[config.mk]
export PLATFORM = sky130hd
export DESIGN_NAME = btb_next_pc
export DESIGN_NICKNAME = d
export VERILOG_FILES = /design/src/rtl/btb_next_pc.sv
export SDC_FILE = /design/constraint.sdc
export NUM_CORES = 1
export LEC_CHECK = 0
export CORE_ASPECT_RATIO = 1.75
export CORE_MARGIN = 3
export CORE_UTILIZATION = 55
export DETAILED_ROUTE_END_ITERATION = 6
export HOLD_SLACK_MARGIN = 0.02
export PLACE_DENSITY_LB_ADDON = 0.05
export SLEW_MARGIN = 20
export SYNTH_ARGS = -nofsm -noshare
export SYNTH_HDL_FRONTEND = slang
export SYNTH_SLANG_ARGS = --single-unit
[constraint.sdc]
create_clock -name clk -period 8.5 [get_ports clk]
set_input_delay 1.7 -clock clk [delete_from_list [all_inputs] [get_ports clk]]
set_output_delay 1.7 -clock clk [all_outputs]
set_load 0.01 [all_outputs]
[src/rtl/btb_next_pc.sv]
// Fetch-stage next-PC generator: fetch PC register plus a direct-mapped BTB.
// The BTB is indexed by pc[IDX_W+1:2]. It is written only by taken resolutions
// and is read combinationally on the current fetch PC.
module btb_next_pc #(
  parameter logic [31:0] RESET_PC = 32'h0000_0000,
  parameter int unsigned IDX_W    = 4,
  parameter int unsigned TAG_W    = 26
) (
  input  logic        clk,
  input  logic        rst,
  input  logic        fetch_fire,
  input  logic        prdt_br,
  input  logic        upd_valid,
  input  logic [31:0] upd_pc,
  input  logic [31:0] upd_target,
  input  logic        upd_taken,
  input  logic        upd_jump,
  input  logic        redirect,
  input  logic [31:0] redirect_pc,
  output logic [31:0] pc,
  output logic [31:0] next_pc,
  output logic        pred_taken,
  output logic [31:0] pred_target,
  output logic        btb_hit
);

  localparam int unsigned Entries = 2 ** IDX_W;

  logic [31:0]        pc_q, pc_d;
  logic [Entries-1:0] valid_q, valid_d;
  logic [TAG_W-1:0]   tag_q    [Entries];
  logic [TAG_W-1:0]   tag_d    [Entries];
  logic [31:0]        target_q [Entries];
  logic [31:0]        target_d [Entries];
  logic [Entries-1:0] jump_q, jump_d;

  logic [IDX_W-1:0] idx, upd_idx;
  logic [TAG_W-1:0] tag, upd_tag;

  // Low two bits of the update PC never take part in indexing or tagging.
  logic unused_upd_lsb;
  assign unused_upd_lsb = ^upd_pc[1:0];

  assign idx     = pc_q[IDX_W+1:2];
  assign tag     = pc_q[31:IDX_W+2];
  assign upd_idx = upd_pc[IDX_W+1:2];
  assign upd_tag = upd_pc[31:IDX_W+2];

  // Lookup on the current PC; sees pre-update contents (no write bypass).
  always_comb begin
    btb_hit     = valid_q[idx] && (tag_q[idx] == tag);
    pred_target = target_q[idx];
    pred_taken  = btb_hit && (jump_q[idx] || prdt_br);
    next_pc     = pred_taken ? pred_target : (pc_q + 32'd4);
    pc          = pc_q;
  end

  // Next fetch PC: redirect beats the predicted path; otherwise hold on stall.
  always_comb begin
    pc_d = pc_q;
    if (redirect) begin
      pc_d = redirect_pc;
    end else if (fetch_fire) begin
      pc_d = next_pc;
    end
  end

  // BTB write: only taken resolutions allocate, replacing whatever was there.
  always_comb begin
    valid_d  = valid_q;
    tag_d    = tag_q;
    target_d = target_q;
    jump_d   = jump_q;
    if (upd_valid && upd_taken) begin
      valid_d[upd_idx]  = 1'b1;
      tag_d[upd_idx]    = upd_tag;
      target_d[upd_idx] = upd_target;
      jump_d[upd_idx]   = upd_jump;
    end
  end

  // PC and valid bits are reset; reset overrides redirect, fetch and update.
  always_ff @(posedge clk) begin
    if (rst) begin
      pc_q    <= RESET_PC;
      valid_q <= '0;
    end else begin
      pc_q    <= pc_d;
      valid_q <= valid_d;
    end
  end

  // Payload arrays carry no reset; stale data is masked by the valid bits.
  always_ff @(posedge clk) begin
    tag_q    <= tag_d;
    target_q <= target_d;
    jump_q   <= jump_d;
  end

endmodule

==> run summary, run 1 <==
Prevailing post-synth register cell -> edfxtp_1
Worst setup startpoint -> pc[3]
Buf/Inv on CP -> 4
P_int -> 8.140 mW
Most frequent CP cell -> buf_4
Avg WL per Cell -> 33.38 µm
Slowest cell on crit path -> buf_4
Sw Share -> 22.09%
Worst setup endpoint -> next_pc[10]
DP Wirelength -> 63130 µm
Clk pin slew, worst setup/hold paths -> 0.07 ns
Hold_buf cts -> 0
Status -> finished clean
Root Buffer -> clkbuf_16
WP depth -> 12
Final ANT Viol Nets -> 0
Vias in the first global route -> 21674
Row Count -> 130
Max cap viols -> 0
Setup bufs post-CTS -> 0
Later-pin clock latency in the skew report -> 0.64 ns
GRT Util Overall -> 28.47%
Initial antenna violation count -> 5
Worst hold path type -> reg2reg
Ys Warns -> 0
CP peak stage delay -> 0.72 ns
Async SR Flop Fraction -> 0%
Slew Viols, Final -> 0
RD Place Congestion -> 0.9284
Num CTS Buffers -> 85
Final non-filler cell total -> 3210
Synth cell types -> 80
Cell Chain, Critical Path -> buf_12 > buf_4 > mux4_2 > o22ai_1 > a21oi_1 > xnor2_1 > o21ai_0 > nor4b_2 > nand4b_4 > buf_4 > mux2_2 > clkdlybuf4s50_1
Post-CTS sizing -> 0
VDD IR max -> 183.2 µV
Routed vias -> 20955
Slew @ Worst Pin -> 1.096 ns
Hold Path Stages -> 1
Syn Area/Cell -> 20.05 µm²
Final Critical Period -> 7.779 ns
Largest area contributor in the netlist -> edfxtp_1
Drt initial violations -> 2242
Final Hold Vio Count -> 0
Final Worst Setup Slack -> 0.7207 ns
Largest net degree at the start of global routing -> 58
Clk sinks -> 992
Cell with the most instances after synthesis -> edfxtp_1
Data required, critical path -> 6.80 ns
Deepest clock path buffer count -> 3
Fraction of layout cells with a size suffix above 1 -> 21.28%
Reg-to-reg startpoint -> pc[3]
R2R Setup Slk -> 3.17 ns
CTS tree -> yes
Synth top area share -> 71.08%
Worst Setup Path Type -> reg2out
Fin crit share -> 91.52%
Placed Cells -> 3055
Synth Net Count -> 2094
Max FO, Critical Path -> 57
Rel. slew slack -> 26.79%
First-pass GRT wire length -> 153700 µm
Total wire length -> 107200 µm
FMAX -> 128.5 MHz
Initial Util -> 55.48%
Area of the mapped netlist -> 0.03988 mm²
DRC viols -> 0
Sequential fraction of design power -> 52.4%
Grt ovf -> 0
Flop and latch count out of synthesis -> 992
Pre-CTS WS -> 1.448 ns
Post-synth EDFFs -> 944
R2R cell count -> 13
DR pass1 iterations -> 5
Io pins -> 202
Clock power share -> 38.3%
Area delta synth->final -> 15.05%
Clock Skew -> 0.01924 ns
CP Capture Type -> output port
RSZ-0062 raised after global routing -> no
# setup viols final -> 0
Die height -> 362.2 µm
Post-synth top cells -> 944 x edfxtp_1, 240 x mux4_2, 114 x mux2i_1, 81 x nor2_1, 61 x nand2_1
Port-buffer cells -> 199
Gate power share -> 9.3%
DIE AREA -> 0.07591 mm²
Worst Path Arrival -> 6.08 ns
Chip Width -> 209.6 µm
Setup TNS -> 0 ns
Synth area leaders -> edfxtp_1 71%, mux4_2 14%, mux2i_1 2.9%
Cells after Synth -> 1989
Family with the most delay on the worst path -> buffers and inverters
CTS H-tree depth -> 3
Reg2reg end -> pc[10]
Register area share after synthesis -> 73.48%
Critical Path Start Type -> flop
Leakage -> 14.41 nW
PwrDens -> 227.7 mW/mm²
Core footprint -> 0.07189 mm²
P_sw -> 2.308 mW
NumNets Final -> 2323
Via density -> 6.528
==> cell families (layout without fill, tap and decap cells) <==
family / after synthesis / count (layout) / synth area share, %
buffers and inverters: 133 / 428 / 1.688
muxes: 386 / 386 / 17.33
xor gates and xnor gates: 52 / 52 / 1.142
other: 0 / 2 / 0
DFF: 992 / 992 / 73.48
adders and majority gates: 1 / 1 / 0.03137
and+or+nand+nor: 260 / 260 / 3.376
AOI/OAI and AO/OA: 165 / 165 / 2.949
==> worst min-delay path by stage <==
| stage | endpoint | start |
|---|---|---|
| after global placement | valid_q[13] | valid_q[13] |
| after floorplan | valid_q[7] | valid_q[7] |
| after detailed placement | valid_q[13] | valid_q[13] |
| final | valid_q[13] | valid_q[13] |
| after CTS | valid_q[13] | valid_q[13] |
| after global routing | valid_q[3] | valid_q[3] |
==> power groups by stage <==
| stage | registers (mW) | clock network (mW) | logic [mW] |
|---|---|---|---|
| finish | 5.47 | 4.00 | 0.972 |
| global route | 5.48 | 4.25 | 1.03 |
| CTS | 5.47 | 4.06 | 0.980 |
| detailed placement | 5.58 | 0 | 0.976 |
| global placement | 5.58 | 0 | 0.967 |
| floorplan | 5.55 | 0 | 0.562 |
==> flip-flops by register name (all words and copies together), names as in the netlist <==
signal	cells
target_q	512
pc	32
valid_q	16
tag_q	416
jump_q	16
==> through the flow <==
| stage | power, mW | util [%] | hold WS (ns) | instance area (µm²) |
|---|---|---|---|---|
| after CTS | 10.52 | 63.82 | 0.4637 | 45880 |
| after global routing | 10.76 | 63.82 | 0.4919 | 45880 |
| after floorplan | 6.109 | - | 0.4346 | 39880 |
| after detailed placement | 6.557 | 59.87 | 0.4476 | 43040 |
| after global placement | 6.542 | 59.87 | 0.4409 | 43040 |
| final | 10.45 | 63.83 | 0.4612 | 45890 |
==> area by class of cell <==
type	instances	area, µm²
fillers	4980	26010
multi-input cells	864	10010
flip-flops and latches	992	29320
inverters	17	65.06
clock buffers	115	2312
well taps	924	1156
diodes	2	5.005
repair buffers	258	2487
clock inverters	38	528.0
==> metal layers <==
metal  GRT usage, %  vias up  wire, µm  share of wire [%]
met5              0        -        13              0.012
met4          10.36        2      3922                3.7
met3          4.915      189      8402                7.8
met2          46.79     1032     53360                 50
met1          38.92    11067     41470                 39
li1               -     8665         -                  -
==> cell usage in the layout (no fill, tap or decap), types with 10 or more instances in the layout <==
cell	instances
a211oi_1	29
a21oi_1	24
a22oi_1	21
and3_1	12
buf_4	54
bufinv_16	12
clkbuf_1	25
clkbuf_16	87
clkdlybuf4s50_1	197
clkinv_2	10
dfxtp_1	44
edfxtp_1	944
inv_1	13
mux2_2	29
mux2i_1	114
mux4_2	240
nand2_1	61
nand2b_1	12
nand3_1	21
nor2_1	69
nor2_4	12
nor3_1	12
o21ai_0	20
o22ai_1	13
xnor2_1	39
xor2_1	13
Note: power is estimated with default switching activity, not from simulation.
==> run 2, diff against run 1 <==
- CELL_PAD_IN_SITES_DETAIL_PLACEMENT: not set -> 0
- CELL_PAD_IN_SITES_GLOBAL_PLACEMENT: not set -> 2
- CORE_UTILIZATION: 55 -> 47
==> run 2 against run 1 <==
Compared with the run above: first-iteration DRC count fell by 14%; critical endpoint is now next_pc[16]; worst setup slack improved by 0.031 ns; register-to-register slack improved by 0.15 ns; sequential share of layout area fell by 0.62 points; worst hold slack improved by 0.0047 ns; combinational power fell by 0.7%; total power rose by 1.8%; critical path depth fell by 2; maximum frequency rose by 0.40%; clock power rose by 4%; die area rose by 17%.
==> run summary, run 2 (synthesized netlist as in run 1, its figures left out) <==
Root Buffer -> clkbuf_16
Critical Path Start Type -> flop
Avg WL per Cell -> 33.93 µm (+1.6%)
VDD IR max -> 187.8 µV (+2.5%)
Met1 WL -> 45520 µm (+9.8%)
WL met2 -> 59960 µm (+12%)
Port-buffer cells -> 199 (unchanged)
Clock Skew -> 0.02745 ns (+0.008216 ns)
Worst Setup Path Type -> reg2out
CTS tree -> yes
Initial antenna violation count -> 5 (unchanged)
Commonest non-fill, non-tap cell in the layout -> edfxtp_1
Slew Viols, Final -> 0 (unchanged)
Worst Path Arrival -> 6.05 ns (-0.03 ns)
DR pass1 iterations -> 5 (unchanged)
Num CTS Buffers -> 89 (+4.7%)
DRC viols -> 0 (unchanged)
Worst hold path type -> reg2reg
Final Critical Period -> 7.748 ns (-0.03107 ns)
Via density -> 6.159 (-5.6%)
Rel. slew slack -> 28.15% (+1.4 points)
Deepest clock path buffer count -> 3 (unchanged)
Fin area -> 0.04633 mm² (+0.98%)
Slowest cell on crit path -> dfxtp_4
Final ANT Viol Nets -> 0 (unchanged)
Hold_buf cts -> 0 (unchanged)
Placed inst area -> 0.04329 mm² (+0.58%)
Status -> finished clean
P_sw -> 2.394 mW (+3.7%)
Setup TNS -> 0 ns (unchanged)
Largest Register -> target_q
RD Place Congestion -> 0.8333 (-10%)
Gate power share -> 9.1% (-0.2 points)
Cell Chain, Critical Path -> and2_0 > a22oi_1 > nand3_1 > nor4b_1 > o21ai_0 > nor4b_2 > nand4b_4 > buf_4 > a21oi_1 > clkdlybuf4s50_1
Sw Share -> 22.51% (+0.42 points)
Grt ovf -> 0 (unchanged)
Fraction of layout cells with a size suffix above 1 -> 21.95% (+0.67 points)
Total wire length -> 114300 µm (+6.7%)
Max FO, Critical Path -> 50 (-12%)
Chip Width -> 226.2 µm (+7.9%)
Io pins -> 202 (unchanged)
Most frequent cells in the layout -> 944 x edfxtp_1, 240 x mux4_2, 197 x clkdlybuf4s50_1
Clock power share -> 39.3% (+1.0 points)
Final Hold Vio Count -> 0 (unchanged)
DP Wirelength -> 69330 µm (+9.8%)
Max cap viols -> 0 (unchanged)
Later-pin clock latency in the skew report -> 0.69 ns (+0.05 ns)
Sequential Area -> 0.02932 mm² (unchanged)
Clk sinks -> 992 (unchanged)
Clk pin slew, worst setup/hold paths -> 0.07 ns (about the same)
Final Worst Setup Slack -> 0.7518 ns (+0.03107 ns)
Pre-CTS WS -> 1.488 ns (+0.03972 ns)
Initial Util -> 47.63% (-7.8 points)
DIE AREA -> 0.08853 mm² (+17%)
Row Count -> 140 (+7.7%)
DR top layer -> met5
Fin crit share -> 91.16% (-0.37 points)
Leakage -> 14.55 nW (+0.94%)
First-pass GRT wire length -> 161600 µm (+5.1%)
CP Capture Type -> output port
Area of the multi-input gates -> 0.01004 mm² (+0.25%)
Slew @ Worst Pin -> 1.078 ns (-0.01791 ns)
NumNets Final -> 2331 (+0.34%)
Data required, critical path -> 6.80 ns (about the same)
Fillers -> 6553 (+32%)
Hold Slack -> 0.4659 ns (+0.004689 ns)
Routed vias -> 20751 (-0.97%)
Vias in the first global route -> 21903 (+1.1%)
# setup viols final -> 0 (unchanged)
P_int -> 8.241 mW (+1.2%)
PwrDens -> 229.5 mW/mm² (+0.81%)
Setup bufs post-CTS -> 0 (unchanged)
CP peak stage delay -> 0.97 ns (+0.25 ns)
Sequential fraction of design power -> 51.6% (-0.8 points)
Core footprint -> 0.08373 mm² (+16%)
Family with the most delay on the worst path -> simple AND/OR/NAND/NOR gates
GRT Util Overall -> 26.17% (-2.3 points)
FMAX -> 129.1 MHz (+0.40%)
Die height -> 391.4 µm (+8.0%)
Largest net degree at the start of global routing -> 88 (+52%)
Max reg flops -> 512 (unchanged)
Drt initial violations -> 1938 (-14%)
RSZ-0062 raised after global routing -> no
Post-CTS sizing -> 0 (unchanged)
Buf/Inv on CP -> 2 (-2)
Met3 wire length -> 5886 µm (-30%)
CTS H-tree depth -> 3 (unchanged)
Area delta synth->final -> 16.18%
run 2: cell types whose count changed in the layout (fill, tap and decap cells not counted):
| cell | change |
|---|---|
| clkbuf_8 | +1 |
| clkinv_8 | -1 |
| clkbuf_16 | +3 |
| bufinv_16 | +1 |
| clkinv_4 | -1 |
| nor3_2 | -4 |
| inv_16 | +1 |
| diode_2 | +1 |
| clkbuf_1 | -10 |
| buf_12 | +4 |
| clkinv_1 | +8 |
| clkinvlp_4 | +1 |
| clkinv_2 | +10 |
| nor3_4 | +4 |
run 2: worst paths after layout:
check	slack [ns]	start	end	cells after the start
hold reg to reg	0.47	valid_q[13]	valid_q[13]	1
setup / recovery	0.75	pc[4]	next_pc[16]	10
hold / removal	0.47	valid_q[13]	valid_q[13]	1
setup reg to reg	3.32	pc[4]	pc[27]	11
run 2: stage by stage:
step / total power, mW / util [%] / instances
floorplan: 6.109 / - / 1989
global placement: 6.556 / 51.66 / 3198
detailed placement: 6.570 / 51.70 / 3199
CTS: 10.73 / 55.29 / 3365
global route: 10.95 / 55.33 / 3366
finish: 10.64 / 55.34 / 3369
run 2: layer usage:
layer | up-vias | track usage [%]
met5 | - | 0
met4 | 2 | 7.953
met3 | 149 | 3.638
met2 | 699 | 45.72
met1 | 11201 | 34.17
li1 | 8700 | -
run 2: power groups by stage:
| stage | clock (mW) | combinational [mW] | sequential, mW |
|---|---|---|---|
| floorplan | 0 | 0.562 | 5.55 |
| global placement | 0 | 0.966 | 5.59 |
| detailed placement | 0 | 0.974 | 5.60 |
| CTS | 4.26 | 0.979 | 5.49 |
| global route | 4.44 | 1.02 | 5.49 |
| finish | 4.18 | 0.965 | 5.49 |
run 2: area by class of cell:
type                            instances  area share [%]
Clock buffer                          109           5.101
Timing Repair Buffer                  262           5.541
Antenna cell                            3         0.01620
Sequential cell                       992           63.28
Multi-Input combinational cell        864           21.66
Clock inverter                         57           1.383
Tap cell                             1065           2.876
Inverter                               17          0.1404
==> run 3, diff against run 2 <==
- CAP_MARGIN: not set -> 15
==> results of run 3 <==
Same layout as run 2: the final DEF is identical, and so are final timing and power.
